$ cat config.mk
export PLATFORM = sky130hd
export DESIGN_NAME = word_uart_tx
export DESIGN_NICKNAME = d
export VERILOG_FILES = /design/src/rtl/word_uart_tx.sv
export SDC_FILE = /design/constraint.sdc
export NUM_CORES = 1
export LEC_CHECK = 0
export CAP_MARGIN = 15
export CORE_UTILIZATION = 52
export CTS_CLUSTER_DIAMETER = 60
export CTS_CLUSTER_SIZE = 12
export DETAILED_ROUTE_END_ITERATION = 8
export GPL_TIMING_DRIVEN = 0
export PLACE_DENSITY_LB_ADDON = 0.05
export RECOVER_POWER = 25
export SKIP_CTS_REPAIR_TIMING = 1
export SLEW_MARGIN = 15
export SYNTH_ARGS = -nofsm -noshare
export SYNTH_HDL_FRONTEND = slang
export SYNTH_SLANG_ARGS = --single-unit
$ cat constraint.sdc
create_clock -name clk -period 2.7 [get_ports clk]
set_clock_uncertainty 0.1 [all_clocks]
set_input_delay 0.27 -clock clk [delete_from_list [all_inputs] [get_ports clk]]
set_output_delay 0.27 -clock clk [all_outputs]
set_load 0.02 [all_outputs]
$ cat src/rtl/word_uart_tx.sv
`default_nettype none
// +----------------------------------------------------------------------------+
// | Module      : word_uart_tx                                                 |
// | Description : Serialises a 32-bit word as NUM_BYTES UART frames on TxD.    |
// |               Optional even-parity bit via WORD_UART_TX_PARITY_EN.         |
// | Revision    : 1.0  initial release                                         |
// +----------------------------------------------------------------------------+
module word_uart_tx #(
    parameter int CLKS_PER_BIT   = 87,
    parameter int NUM_BYTES      = 4,
    parameter int MSB_BYTE_FIRST = 1
) (
    input  logic        clk,
    input  logic        reset,
    input  logic [31:0] data_in,
    input  logic        dval,
    output logic        ready,
    output logic        TxD,
    output logic        busy,
    output logic        tx_done
);

    localparam int                  c_BAUD_W    = $clog2(CLKS_PER_BIT);
    localparam logic [c_BAUD_W-1:0] c_BAUD_LAST = c_BAUD_W'(CLKS_PER_BIT - 1);
    localparam logic [1:0]          c_LAST_BYTE = 2'(NUM_BYTES - 1);

`ifdef WORD_UART_TX_PARITY_EN
    typedef enum logic [2:0] {
        IDLE   = 3'd0,
        START  = 3'd1,
        DATA   = 3'd2,
        PARITY = 3'd3,
        STOP   = 3'd4
    } state_t;
`else
    typedef enum logic [1:0] {
        IDLE  = 2'd0,
        START = 2'd1,
        DATA  = 2'd2,
        STOP  = 2'd3
    } state_t;
`endif

    state_t              r_state;
    state_t              w_state_next;
    logic [c_BAUD_W-1:0] r_baud;
    logic [2:0]          r_bit_cnt;
    logic [2:0]          w_bit_next;
    logic [1:0]          r_byte_cnt;
    logic [31:0]         r_shift;
    logic [31:0]         w_shift_adv;
    logic [7:0]          w_cur_byte;
    logic                r_txd;
    logic                w_txd_next;
    logic                r_tx_done;
    logic                w_done_next;
    logic                w_accept;
    logic                w_baud_end;
    logic                w_last_byte;

    // The byte on the wire always sits at one end of the shift register.
    generate
        if (MSB_BYTE_FIRST != 0) begin : g_msb_first
            assign w_cur_byte  = r_shift[31:24];
            assign w_shift_adv = {r_shift[23:0], 8'h00};
        end else begin : g_lsb_first
            assign w_cur_byte  = r_shift[7:0];
            assign w_shift_adv = {8'h00, r_shift[31:8]};
        end
    endgenerate

    assign w_accept    = (r_state == IDLE) && dval;
    assign w_baud_end  = (r_baud == c_BAUD_LAST);
    assign w_last_byte = (r_byte_cnt == c_LAST_BYTE);

    always_comb begin
        w_state_next = r_state;
        w_bit_next   = r_bit_cnt;
        w_done_next  = 1'b0;
        w_txd_next   = 1'b1;
        case (r_state)
            IDLE: begin
                if (dval) w_state_next = START;
            end
            START: begin
                if (w_baud_end) begin
                    w_state_next = DATA;
                    w_bit_next   = 3'd0;
                end
            end
            DATA: begin
                if (w_baud_end) begin
                    if (r_bit_cnt == 3'd7) begin
`ifdef WORD_UART_TX_PARITY_EN
                        w_state_next = PARITY;
`else
                        w_state_next = STOP;
`endif
                    end else begin
                        w_bit_next = r_bit_cnt + 3'd1;
                    end
                end
            end
`ifdef WORD_UART_TX_PARITY_EN
            PARITY: begin
                if (w_baud_end) w_state_next = STOP;
            end
`endif
            STOP: begin
                if (w_baud_end) begin
                    if (w_last_byte) begin
                        w_state_next = IDLE;
                        w_done_next  = 1'b1;
                    end else begin
                        w_state_next = START;
                    end
                end
            end
            default: w_state_next = IDLE;
        endcase

        // Line level is derived from the upcoming state so TxD stays a pure flop.
        case (w_state_next)
            START:   w_txd_next = 1'b0;
            DATA:    w_txd_next = w_cur_byte[w_bit_next];
`ifdef WORD_UART_TX_PARITY_EN
            PARITY:  w_txd_next = ^w_cur_byte;
`endif
            default: w_txd_next = 1'b1;
        endcase
    end

    always_ff @(posedge clk) begin
        if (reset) begin
            r_state <= IDLE;
        end else begin
            r_state <= w_state_next;
        end
    end

    always_ff @(posedge clk) begin
        if (reset) begin
            r_baud     <= '0;
            r_bit_cnt  <= '0;
            r_byte_cnt <= '0;
            r_shift    <= '0;
            r_txd      <= 1'b1;
            r_tx_done  <= 1'b0;
        end else begin
            r_txd     <= w_txd_next;
            r_tx_done <= w_done_next;
            r_bit_cnt <= w_bit_next;
            if (w_accept) begin
                r_shift    <= data_in;
                r_byte_cnt <= '0;
                r_baud     <= '0;
            end else if (r_state != IDLE) begin
                r_baud <= w_baud_end ? '0 : r_baud + 1'b1;
                if ((r_state == STOP) && w_baud_end && !w_last_byte) begin
                    r_byte_cnt <= r_byte_cnt + 2'd1;
                    r_shift    <= w_shift_adv;
                end
            end
        end
    end

    assign ready   = (r_state == IDLE) && !reset;
    assign busy    = (r_state != IDLE);
    assign TxD     = r_txd;
    assign tx_done = r_tx_done;

endmodule
`default_nettype wire
* Yosys cells after proc, flatten, opt, wreduce, memory -nomap -nowiden *
Index checks and enable logic that the tools add are counted.

storage, ports and cells
  output and inout bits = 4
  flip-flop bits (word level) = 48
  bits of input ports = 35
  word-level logic and storage cells = 54

cells by class
  equality and inequality tests = 8
  order comparisons = 1
  bitwise logic cells = 2
  $add $sub $neg = 3
  mux-type cells = 19
  reduce and logical (&&, ||, !) cells = 14

operator list
  kind                                                         number
  two-way mux 32 bit                                           3
  two-way mux 2 bit                                            5
  two-way mux 3 bit                                            3
  equality test 2 bit (second input constant)                  4
  case mux 2 bit (4 select lines)                              1
  adder 7 x 1 -> 7 bit (second input constant)                 1
  equality test 7 bit (second input constant)                  1
  two-way mux 7 bit                                            1
  case mux 3 bit (2 select lines)                              1
  nonzero test 2 bit                                           3
  equality test 2 x 1 -> 1 bit (second input constant)         2
  logical AND 1 bit                                            4
  less-than comparator 3 x 4 -> 1 bit (second input constant)  1
  AND reduction 2 bit                                          2
  adder 3 x 1 -> 3 bit (second input constant)                 1
  binary-select mux 1 bit (select 3 bit)                       1
  equality test 3 bit (second input constant)                  1
  two-way mux 1 bit                                            3
  OR reduction 3 bit                                           1
  adder 2 x 1 -> 2 bit (second input constant)                 1
  zero test 1 bit                                              2
  zero test 2 bit                                              1
  inverter 1 bit                                               2
  case mux 1 bit (2 select lines)                              1
  OR reduction 2 bit                                           1

* Longest topological paths before layout *
Gate-level depths: netlist of run 1.

  word-level depth = 7
  gate-level depth with buffers = 9
  mapped depth without buffers = 8

* Least setup slack after synthesis of run 1 *
Ideal clock, no wire load.

  path kind = reg2reg
  start = reg r_state[0]
  end = reg r_txd, in the netlist TxD
  data arrival time = 2,158 ps
  period minus slack after synthesis = 2,380 ps
  buffers on the path = 1
  library setup time = 122 ps
  cell stages (with the launch flop) = 10
  setup slack = 320 ps
  required time = 2,478 ps
  cell sequence = dfxtp_1 inv_1 ha_1 and3_1 a211o_1 and3_1 buf_6 a211oi_1 o21bai_1 a311o_1

between the ends
  cells in the longest elaborated chain, start to end = 5
  elaborated cells on any way between the ends = 16
  classes of those cells = eq/ne (5); mux (10); reduce/logical (1)

ends and longest elaborated chain
  item                                                                                       line     RTL
  start: declaration                                                                         44       state_t r_state;
  start signal: assignment                                                                   137      r_state <= w_state_next;
  equality test 2 bit, or another cell as far along                                          81       case (r_state)
  case mux 3 bit (2 select lines) or two-way mux 2 bit (tied branches)                       81, 92
  binary-select mux 1 bit (select 3 bit) or case mux 2 bit (4 select lines) (tied branches)  125, 81
  two-way mux 1 bit (implied by the code), or another cell as far along                      125      DATA: w_txd_next = w_cur_byte[w_bit_next];
  case mux 1 bit (2 select lines) (*)                                                        123      case (w_state_next)
  end signal: assignment                                                                     150      r_txd <= w_txd_next;
  end: declaration                                                                           53       logic r_txd;

Mark *: on every way between the ends. The rest lies on a longest branch, timed or not. The select of a mux whose other input is x is not followed.
A chain may end at the register's enable or synchronous reset.

* Final worst setup path of run 1 *
  start = reg r_state[1]
  end = reg r_txd, in the netlist TxD

Same word-level chain as after synthesis.

==> impl_results.md, run 1 <==
* Syn Nets at 316
* Most frequent cells after synthesis: dfxtp_1 (48), nand2_1 (46), a21oi_1 (29)
* Top post-synthesis cells by area: dfxtp_1 (43%), nand2_1 (7.6%), a21oi_1 (6.4%)
* Util after Layout at about two thirds
* Class of the worst hold path: input pin to flop
* Num CTS Buffers at 5
* DR DRC count at 0
* Worst path cell trace: inv_1, ha_1, and3_1, a211o_1, and3_1, buf_6, a211oi_1, o21bai_1, a311o_1
* Die Ht at just under 70 um
* Post-synth cell types at 37
* Drt total wl at between 5 and 6 mm
* Clock Path Buffers at 2
* Via Count at around 2,100
* Area leader, netlist: dfxtp_1
* Die footprint at ~4600 um^2
* TritonCTS clock tree: done
* Worst relative slew slack at 48.51%
* Initial DRC Count at 122
* Area Growth Syn to Fin at 23.89%
* Worst path max stage delay at ~0.37 ns
* Worst hold path depth at 2
* Period utilization at between 90% and 100%
* Worst path slowest cell: dfxtp_1
* Number of global-route vias before repair at between 1,500 and 2,000
* H-tree depth at 2
* Synthesized area at 2257 um^2
* Power Total at roughly 1.4 mW
* I/O Pins at 39
* Core area at roughly 4000 um^2
* Critical Path Start Type: flop
* Leak Pwr at roughly 1.0 nW
* Synth Area per Inst at approximately 8.3 um^2
* Non-filler cells, final at roughly 370
* Global Route Usage Sum at 25.73%
* GPL Wtd Cong at 0.8195
* Post-synth top flop: dfxtp_1
* Share of the synthesized area in the top cell type at 42.57%
* Pre-CTS setup slack at -0.009315 ns
* Critical Path RT at roughly 2.8 ns
* Worst slew pin tran at between 0.7 and 0.8 ns
* Fin Hold WS at between 0.2 and 0.3 ns
* Post-DP HPWL at slightly below 4 mm
* Reg clk slew, reported paths at around 0.090 ns
* Yosys reg bits at 48
* CTS Root Buffer Type: clkbuf_8
* Placed cells at between 300 and 400
* VDD IR max at ~0.00038 V
* Post-route ant nets at 0
* Drt pass-1 iters at 4
* Max-Cap Viols at 0
* Async SR Flop Fraction at 0%
* Port Buffers at 37
* Worst-skew pair later-pin latency at 0.31 ns
* Largest net degree at the start of global routing at 15
* Min Clock Period, post-route at around 2.5 ns
* Share of cells above drive strength 1 at roughly 5.0%
* Number of synthesized flops with an enable pin at 0
* WL per Instance at ~15 um
* Crit end category: flop
* First-pass GRT wire length at roughly 8.7 mm
* CTS sink count at 48
* Cell mode on critical path: and3_1
* Final WS setup at approximately 0.15 ns
* PD cells at 501.6 nW/um^2
* Die width at just under 70 um
* Vias per Instance at between 5 and 6
* Gr ovfl total at 0
* Starting density of the core at a little under three fifths
* Register area share after synthesis at roughly 43%
* Most common cell in the netlist: dfxtp_1
* Synth Instances at 273
* Crit-path max FO at 7
* Ant. Diodes at 0
* Pins Over Slew Limit at 0
* Worst Reg2Reg Path Length in Cells at 9
* Crit Path Class: flop to flop
* Layout Nets at 360
* Worst path arrival time at roughly 2.6 ns
* Final setup violation count at 0
* Num rows at 23
* F_max at between 0.3 and 0.4 GHz
* Status: finished, final reports clean
* Ys Warns at 0
* Initial antenna violation count at 0
* Fin. Hold Viols at 0
cells by family after synthesis:
family,share of synthesized area (%)
AND/OR/NAND/NOR,22.67
flip-flops,42.57
buffers and inverters,4.324
multiplexers,0.8870
adder cells (fa/ha/maj),4.435
XOR/XNOR,3.104
AO/OA/AOI/OAI,22.01
cell usage in the layout (no fill, tap or decap), types with 2 or more instances in the layout:
cell,count
a211oi_1,2
a21oi_1,29
a22oi_1,19
a311oi_1,8
a31oi_1,4
and2_0,2
and3_1,4
clkbuf_1,15
clkbuf_8,6
clkdlybuf4s50_1,35
clkinv_2,2
dfxtp_1,47
dlygate4sd3_1,2
ha_1,8
inv_1,7
mux2i_1,2
nand2_1,45
nand3_1,12
nor2_1,26
nor2b_1,4
nor3_1,4
o21ai_0,7
xnor2_1,4
xor2_1,4
stage by stage:
| stage | TNS (ns) | instance area [um^2] |
|---|---|---|
| CTS | -0.02189 | 2783 |
| floorplan | 0 | 2257 |
| finish | 0 | 2796 |
| global route | -0.01831 | 2796 |
| detailed placement | -0.009315 | 2690 |
| global placement | 0 | 2690 |
per-layer routing:
metal  vias to the layer above  part of all wire [%]  track usage (%)
met4                         0                   2.3            13.54
met3                        11                   4.2            4.000
met5                         -                     0                0
met1                       961                    45            30.88
li1                       1060                     -                -
met2                        59                    48            44.06
sequential cells by signal, indices dropped and copies added, names as in the netlist:
register / cells
TxD: 1
tx_done: 1
r_bit_cnt: 3
r_byte_cnt: 2
r_shift: 32
r_state: 2
r_baud: 7
worst max-delay path, delay by kind of cell (launching register included):
family | cells | cell delay (ns)
AOI/OAI and AO/OA | 4 | 0.98
adders and majority gates | 1 | 0.35
buffers and inverters | 2 | 0.23
DFF | 1 | 0.37
and+or+nand+nor | 2 | 0.42
path summary, 6_finish.rpt:
kind                                   from           to  slack, ns
worst max register to register   r_state[1]          TxD       0.15
worst min-delay path                  reset  r_shift[21]       0.29
worst min register to register  r_shift[29]  r_shift[29]       0.36
worst max-delay path             r_state[1]          TxD       0.15
final cells by class:
| type | count | area, um^2 |
|---|---|---|
| repair buffers | 37 | 370.4 |
| flip-flops and latches | 48 | 962.2 |
| clock buffers | 6 | 82.58 |
| fillers | 357 | 1290 |
| inverters | 7 | 26.28 |
| plain buffers | 17 | 72.57 |
| well taps | 50 | 62.56 |
| clock inverters | 2 | 10.01 |
| multi-input cells | 201 | 1210 |
power by group:
group | switching [mW] | internal (mW)
Clock | 0.242 | 0.205
Combinational | 0.0991 | 0.0936
Sequential | 0.0195 | 0.744
Total | 0.360 | 1.04
(Power assumes the default switching activity.)
==> run 2, diff against run 1 <==
--- a/config.mk
+++ b/config.mk
@@ -6,7 +6,7 @@
 export NUM_CORES = 1
 export LEC_CHECK = 0
 export CAP_MARGIN = 15
-export CORE_UTILIZATION = 52
+export CORE_UTILIZATION = 47
 export CTS_CLUSTER_DIAMETER = 60
 export CTS_CLUSTER_SIZE = 12
 export DETAILED_ROUTE_END_ITERATION = 8
==> constraint.sdc (replaced) <==
create_clock -name clk -period 2.1 [get_ports clk]
set_clock_uncertainty 0.1 [all_clocks]
set_input_delay 0.21 -clock clk [delete_from_list [all_inputs] [get_ports clk]]
set_output_delay 0.21 -clock clk [all_outputs]
set_load 0.02 [all_outputs]
==> run 2 against run 1 <==
  * The run now ends with design-rule violations, negative setup slack left
  * Clock-buffer cell count did not move
  * Non-clock buffer count rose by 1
  * Sequential share of layout area fell by 1.3 points
  * Core utilization fell by 2.9 points
  * Critical path type unchanged
==> impl_results.md, run 2 (synthesis results as in run 1) <==
* Violations in the final reports: design-rule violations, negative setup slack
* Reg-to-reg endpoint: TxD
* Drt pass-1 iters at 6 (+2)
* Port Buffers at 37 (unchanged)
* Clock Path Buffers at 2 (unchanged)
* Worst path cell trace: inv_2, ha_2, nand3_2, or4_4, and3_4, buf_6, and4b_1, a311oi_2, a311o_1
* Crit end category: flop
* Worst slew pin tran at 0.5946 ns (-0.1697 ns)
* Vias per Instance at 5.528 (-2.7%)
* H-tree depth at 2 (unchanged)
* Gr ovfl total at 0 (unchanged)
* Worst-skew pair later-pin latency at 0.29 ns (-0.02 ns)
* Via Count at 2,051 (-1.9%)
* First-pass GRT wire length at 8.859 mm (+1.6%)
* Reg clk slew, reported paths at 0.09 ns (about the same)
* F_max at 0.4257 GHz (+8.3%)
* Num rows at 24 (+4.3%)
* Commonest non-fill, non-tap cell in the layout: nand2_1
* Worst Reg2Reg Path Length in Cells at 9 (unchanged)
* FF-to-FF Start: r_state[0]
* Worst path slowest cell: or4_4
* Worst path arrival time at 2.49 ns (-0.15 ns)
* Fill count at 403 (+13%)
* Final WS setup at -0.2492 ns (-0.4040 ns)
* GPL Wtd Cong at 0.7921 (-3.3%)
* Pre-CTS setup slack at -0.4803 ns (-0.4710 ns)
* Worst relative slew slack at 60.36% (+12 points)
* Initial DRC Count at 85 (-30%)
* Worst path max stage delay at 0.43 ns (+0.06 ns)
* Leak Pwr at 1.090 nW (+8.1%)
* Initial antenna violation count at 0 (unchanged)
* Largest net degree at the start of global routing at 15 (unchanged)
* Crit-path max FO at 7 (unchanged)
* Share of cells above drive strength 1 at 13.79% (+8.8 points)
* Post-DP HPWL at 3.916 mm (+1.9%)
* Starting density of the core at 50.45% (-4.8 points)
* Power Total at 1.896 mW (+35%)
* Period utilization at 111.9% (+18 points)
* CTS Root Buffer Type: clkbuf_8
* Post-route ant nets at 0 (unchanged)
* Most frequent cells in the layout: nand2_1 (45), dfxtp_1 (43), clkdlybuf4s50_1 (33)
* Crit Path Class: flop to flop
* Worst Min Path Start: reset
* I/O Pins at 39 (unchanged)
* Max reg flops at 32 (unchanged)
* Critical Path Start Type: flop
* Ant. Diodes at 0 (unchanged)
* Min Clock Period, post-route at 2.349 ns (-0.1960 ns)
* Top Registers: r_shift: 32 flops, r_baud: 7 flops, r_bit_cnt: 3 flops
* Pins Over Slew Limit at 0 (unchanged)
* DR DRC count at 2 (+2)
* Area Growth Syn to Fin at 29.93%
* Status: finished with violations
* Layout Nets at 361 (+0.28%)
* Max-Cap Viols at 0 (unchanged)
* Die width at 71.30 um (+5.0%)
* Setup crit start: r_state[0]
* Fin Hold WS at 0.1675 ns (-0.1212 ns)
* Num CTS Buffers at 5 (unchanged)
* Critical Path RT at 2.24 ns (-0.55 ns)
* Most flops, register: r_shift
* Placed cells at 362 (+0.56%)
* VDD IR max at 0.0004792 V (+25%)
* WL per Instance at 14.62 um (about the same)
* TritonCTS clock tree: done
* CTS sink count at 48 (unchanged)
* Number of global-route vias before repair at 1,925 (-3.4%)
* Util after Layout at 65.55% (-2.9 points)
* Fin. Hold Viols at 0 (unchanged)
* RSZ-0062 raised after global routing: yes
* Class of the worst hold path: input pin to flop
* PD cells at 646.5 nW/um^2 (+29%)
* Core area at 4474 um^2 (+9.5%)
* Setup crit end: TxD
* Global Route Usage Sum at 22.43% (-3.3 points)
* Worst path bufs/invs at 2 (unchanged)
* Non-filler cells, final at 371 (+0.82%)
* R2r setup slk at -0.25 ns (-0.40 ns)
* Levels on crit path at 9 (unchanged)
* Die Ht at 71.30 um (+5.0%)
* Family with the most delay on the worst path: simple AND/OR/NAND/NOR gates
* Die footprint at 5084 um^2 (+10%)
* Drt total wl at 5.425 mm (+0.86%)
* Final setup violation count at 1 (+1)
## run 2: cell types whose count changed in the layout (fill, tap and decap cells not counted), sizes merged
cell	delta
buf	+4
bufinv	+1
clkbuf	-3
clkdlybuf4s50	-2
clkinv	-1
dlymetal6s2s	+2
## run 2: cell type report
class	count	area, um^2	area share [%]
Multi-Input combinational cell	201	1297	44.24
Sequential cell	48	969.7	33.06
Timing Repair Buffer	39	390.4	13.31
Buffer	16	76.32	2.602
Clock buffer	6	72.57	2.474
Tap cell	52	65.06	2.218
Clock inverter	2	35.03	1.195
Inverter	7	26.28	0.8959
## run 2: worst min path at each step
stage	slack (ns)	depth (start not counted)	to
finish	0.17	2	r_shift[21]
global route	0.22	2	r_shift[21]
CTS	0.16	2	r_shift[21]
detailed placement	0.35	2	r_shift[15]
global placement	0.34	2	r_shift[8]
floorplan	0.25	2	r_shift[0]
## run 2: power breakdown
part / total, mW / switching [mW] / internal (mW)
Clock: 0.655 / 0.301 / 0.354
Sequential: 0.983 / 0.0270 / 0.956
Combinational: 0.258 / 0.131 / 0.127
Total: 1.90 / 0.459 / 1.44
## run 2: metal layers
layer	wire length, um	track usage, %
met2	2558	36.83
met1	2559	30.35
met5	0	0
met3	274	3.657
met4	33	6.889
## run 2: through the flow
stage | TNS, ns | instance area, um^2
floorplan | -0.1369 | 2295
detailed placement | -8.161 | 2730
global route | -0.7612 | 2933
global placement | -7.836 | 2730
CTS | -8.979 | 2838
finish | -0.2492 | 2933
==> run 3, diff against run 2 <==
--- a/config.mk
+++ b/config.mk
@@ -13,6 +13,7 @@
 export GPL_TIMING_DRIVEN = 0
 export PLACE_DENSITY_LB_ADDON = 0.05
 export RECOVER_POWER = 25
+export SETUP_SLACK_MARGIN = 0.3
 export SKIP_CTS_REPAIR_TIMING = 1
 export SLEW_MARGIN = 15
 export SYNTH_ARGS = -nofsm -noshare
==> run 3 against run 2 <==
  * The run still ends with design-rule violations, negative setup slack left
  * First-iteration DRC count grew to 3.0 times the previous value
  * Design area up 20%
  * Register-to-register slack worse by 0.03 ns
  * Clock power grew 11%
  * Setup slack lost 0.029 ns
==> impl_results.md, run 3 (synthesis results as in run 1) <==
* CTS sink count at 48 (unchanged)
* Crit end category: flop
* VDD IR max at 0.0003619 V (-24%)
* Vias per Instance at 5.844 (+5.7%)
* Class of the worst hold path: input pin to flop
* Post-DP HPWL at 3.897 mm (-0.50%)
* Most flops, register: r_shift
* Gr ovfl total at 0 (unchanged)
* GPL Wtd Cong at 0.8301 (+4.8%)
* Crit-path max FO at 7 (unchanged)
* Drt total wl at 6.609 mm (+22%)
* Die footprint at 5084 um^2 (unchanged)
* Top Registers: r_shift: 32 flops, r_baud: 7 flops, r_bit_cnt: 3 flops
* Most frequent cells in the layout: dfxtp_1 (39), clkdlybuf4s50_1 (35), nand2_1 (27)
* Period utilization at 113.2% (+1.4 points)
* Family with the most delay on the worst path: simple AND/OR/NAND/NOR gates
* Min Clock Period, post-route at 2.378 ns (+0.02890 ns)
* Non-filler cells, final at 390 (+5.1%)
* Crit Path Class: flop to flop
* Critical Path RT at 2.20 ns (-0.04 ns)
* Dpl cell area at 2734 um^2 (+0.14%)
* Setup crit start: r_state[0]
* Cell area after layout at 3510 um^2 (+20%)
* Worst path arrival time at 2.47 ns (-0.02 ns)
* Grt met1 use at 31.33% (+0.98 points)
* Worst path max stage delay at 0.43 ns (about the same)
* Num rows at 24 (unchanged)
* WL per Instance at 16.95 um (+16%)
* Violations in the final reports: design-rule violations, negative setup slack
* Post-route ant nets at 0 (unchanged)
* Pins Over Slew Limit at 0 (unchanged)
* Busiest grt layer: met2
* Reg clk slew, reported paths at 0.09 ns (about the same)
* RSZ-0062 raised after global routing: yes
* Num CTS Buffers at 5 (unchanged)
* Worst-skew pair later-pin latency at 0.31 ns (+0.02 ns)
* Worst path slowest cell: or4_4
* Worst path bufs/invs at 2 (unchanged)
* PD cells at 591.4 nW/um^2 (-8.5%)
* I/O Pins at 39 (unchanged)
* Ant. Diodes at 0 (unchanged)
* Area Growth Syn to Fin at 55.49%
* Final setup violation count at 2 (+1)
* Largest net degree at the start of global routing at 15 (unchanged)
* Worst path cell trace: inv_4, ha_4, nand3_2, or4_4, and3_4, buf_6, a211oi_2, o21bai_1, a311o_1
* Fin. Hold Viols at 0 (unchanged)
* Die width at 71.30 um (unchanged)
* F_max at 0.4205 GHz (-1.2%)
* Final WS setup at -0.2781 ns (-0.02890 ns)
* Commonest non-fill, non-tap cell in the layout: dfxtp_1
* Max reg flops at 32 (unchanged)
* Starting density of the core at 50.45% (unchanged)
* Placed cells at 362 (unchanged)
* Core area at 4474 um^2 (unchanged)
* DR DRC count at 1 (-1)
* Status: finished with violations
* First-pass GRT wire length at 9.246 mm (+4.4%)
* CTS Root Buffer Type: clkbuf_8
* FF-to-FF Start: r_state[0]
* Initial antenna violation count at 0 (unchanged)
* Die Ht at 71.30 um (unchanged)
* Util after Layout at 78.44% (+13 points)
* Met3 usage at 5.485% (+1.8 points)
* Share of cells above drive strength 1 at 36.69% (+23 points)
* Power Total at 2.076 mW (+9.5%)
* Via Count at 2,279 (+11%)
* Worst Min Path Start: reset
* Port Buffers at 37 (unchanged)
* Max-Cap Viols at 0 (unchanged)
* Initial DRC Count at 258 (+200%)
* Number of global-route vias before repair at 1,997 (+3.7%)
* Critical Path Start Type: flop
* Layout Nets at 380 (+5.3%)
* Leak Pwr at 1.331 nW (+22%)
* H-tree depth at 2 (unchanged)
* Drt pass-1 iters at 6 (unchanged)
* Worst slew pin tran at 0.7355 ns (+0.1408 ns)
* Clock Path Buffers at 2 (unchanged)
* TritonCTS clock tree: done
* Worst relative slew slack at 50.97% (-9.4 points)
* Met2 Use GR at 37.67% (+0.85 points)
* Global Route Usage Sum at 23.61% (+1.2 points)
-- run 3: cell types whose count changed in the layout (fill, tap and decap cells not counted), moves of 10 or more --
cell,change
nand2_1,-18
a21oi_1,-14
a21oi_2,+13
buf_4,+10
buf_6,+10
nand2_4,+10
-- run 3: path summary, 6_finish.rpt --
check / slack (ns) / cells after the start / end
setup / recovery: -0.28 / 9 / TxD
hold / removal: 0.18 / 2 / r_shift[21]
setup reg to reg: -0.28 / 9 / TxD
hold reg to reg: 0.37 / 2 / r_shift[4]
-- run 3: power breakdown --
group / switching (mW) / internal (mW) / leakage, nW
clock network: 0.308 / 0.420 / 0.0645
registers: 0.0388 / 0.954 / 0.399
logic: 0.175 / 0.180 / 0.868
total: 0.521 / 1.55 / 1.33
-- run 3: cell type report --
type | instances | area, um^2
buffer | 17 | 142.6
tap | 52 | 65.06
timing repair buffer | 57 | 561.8
clock inverter | 1 | 30.03
multi-input combinational | 201 | 1603
inverter | 7 | 28.78
sequential | 48 | 982.2
fill | 329 | 964.7
clock buffer | 7 | 96.34
-- run 3: layer usage --
| layer | up-vias | routed length [um] |
|---|---|---|
| li1 | 1096 | - |
| met1 | 1088 | 2834 |
| met2 | 80 | 3298 |
| met3 | 15 | 346 |
| met4 | 0 | 130 |
| met5 | - | 0 |
-- run 3: stage by stage --
| step | hold WS (ns) | setup TNS, ns | worst slack, ns |
|---|---|---|---|
| 2_1_floorplan | 0.2460 | -0.1369 | -0.1369 |
| 3_3_place_gp | 0.3427 | -7.316 | -0.4916 |
| 3_5_place_dp | 0.3475 | -7.653 | -0.4975 |
| 4_1_cts | 0.1549 | -8.638 | -0.5144 |
| 5_1_grt | 0.2068 | -0.6056 | -0.3601 |
| 6_report | 0.1795 | -0.3130 | -0.2781 |
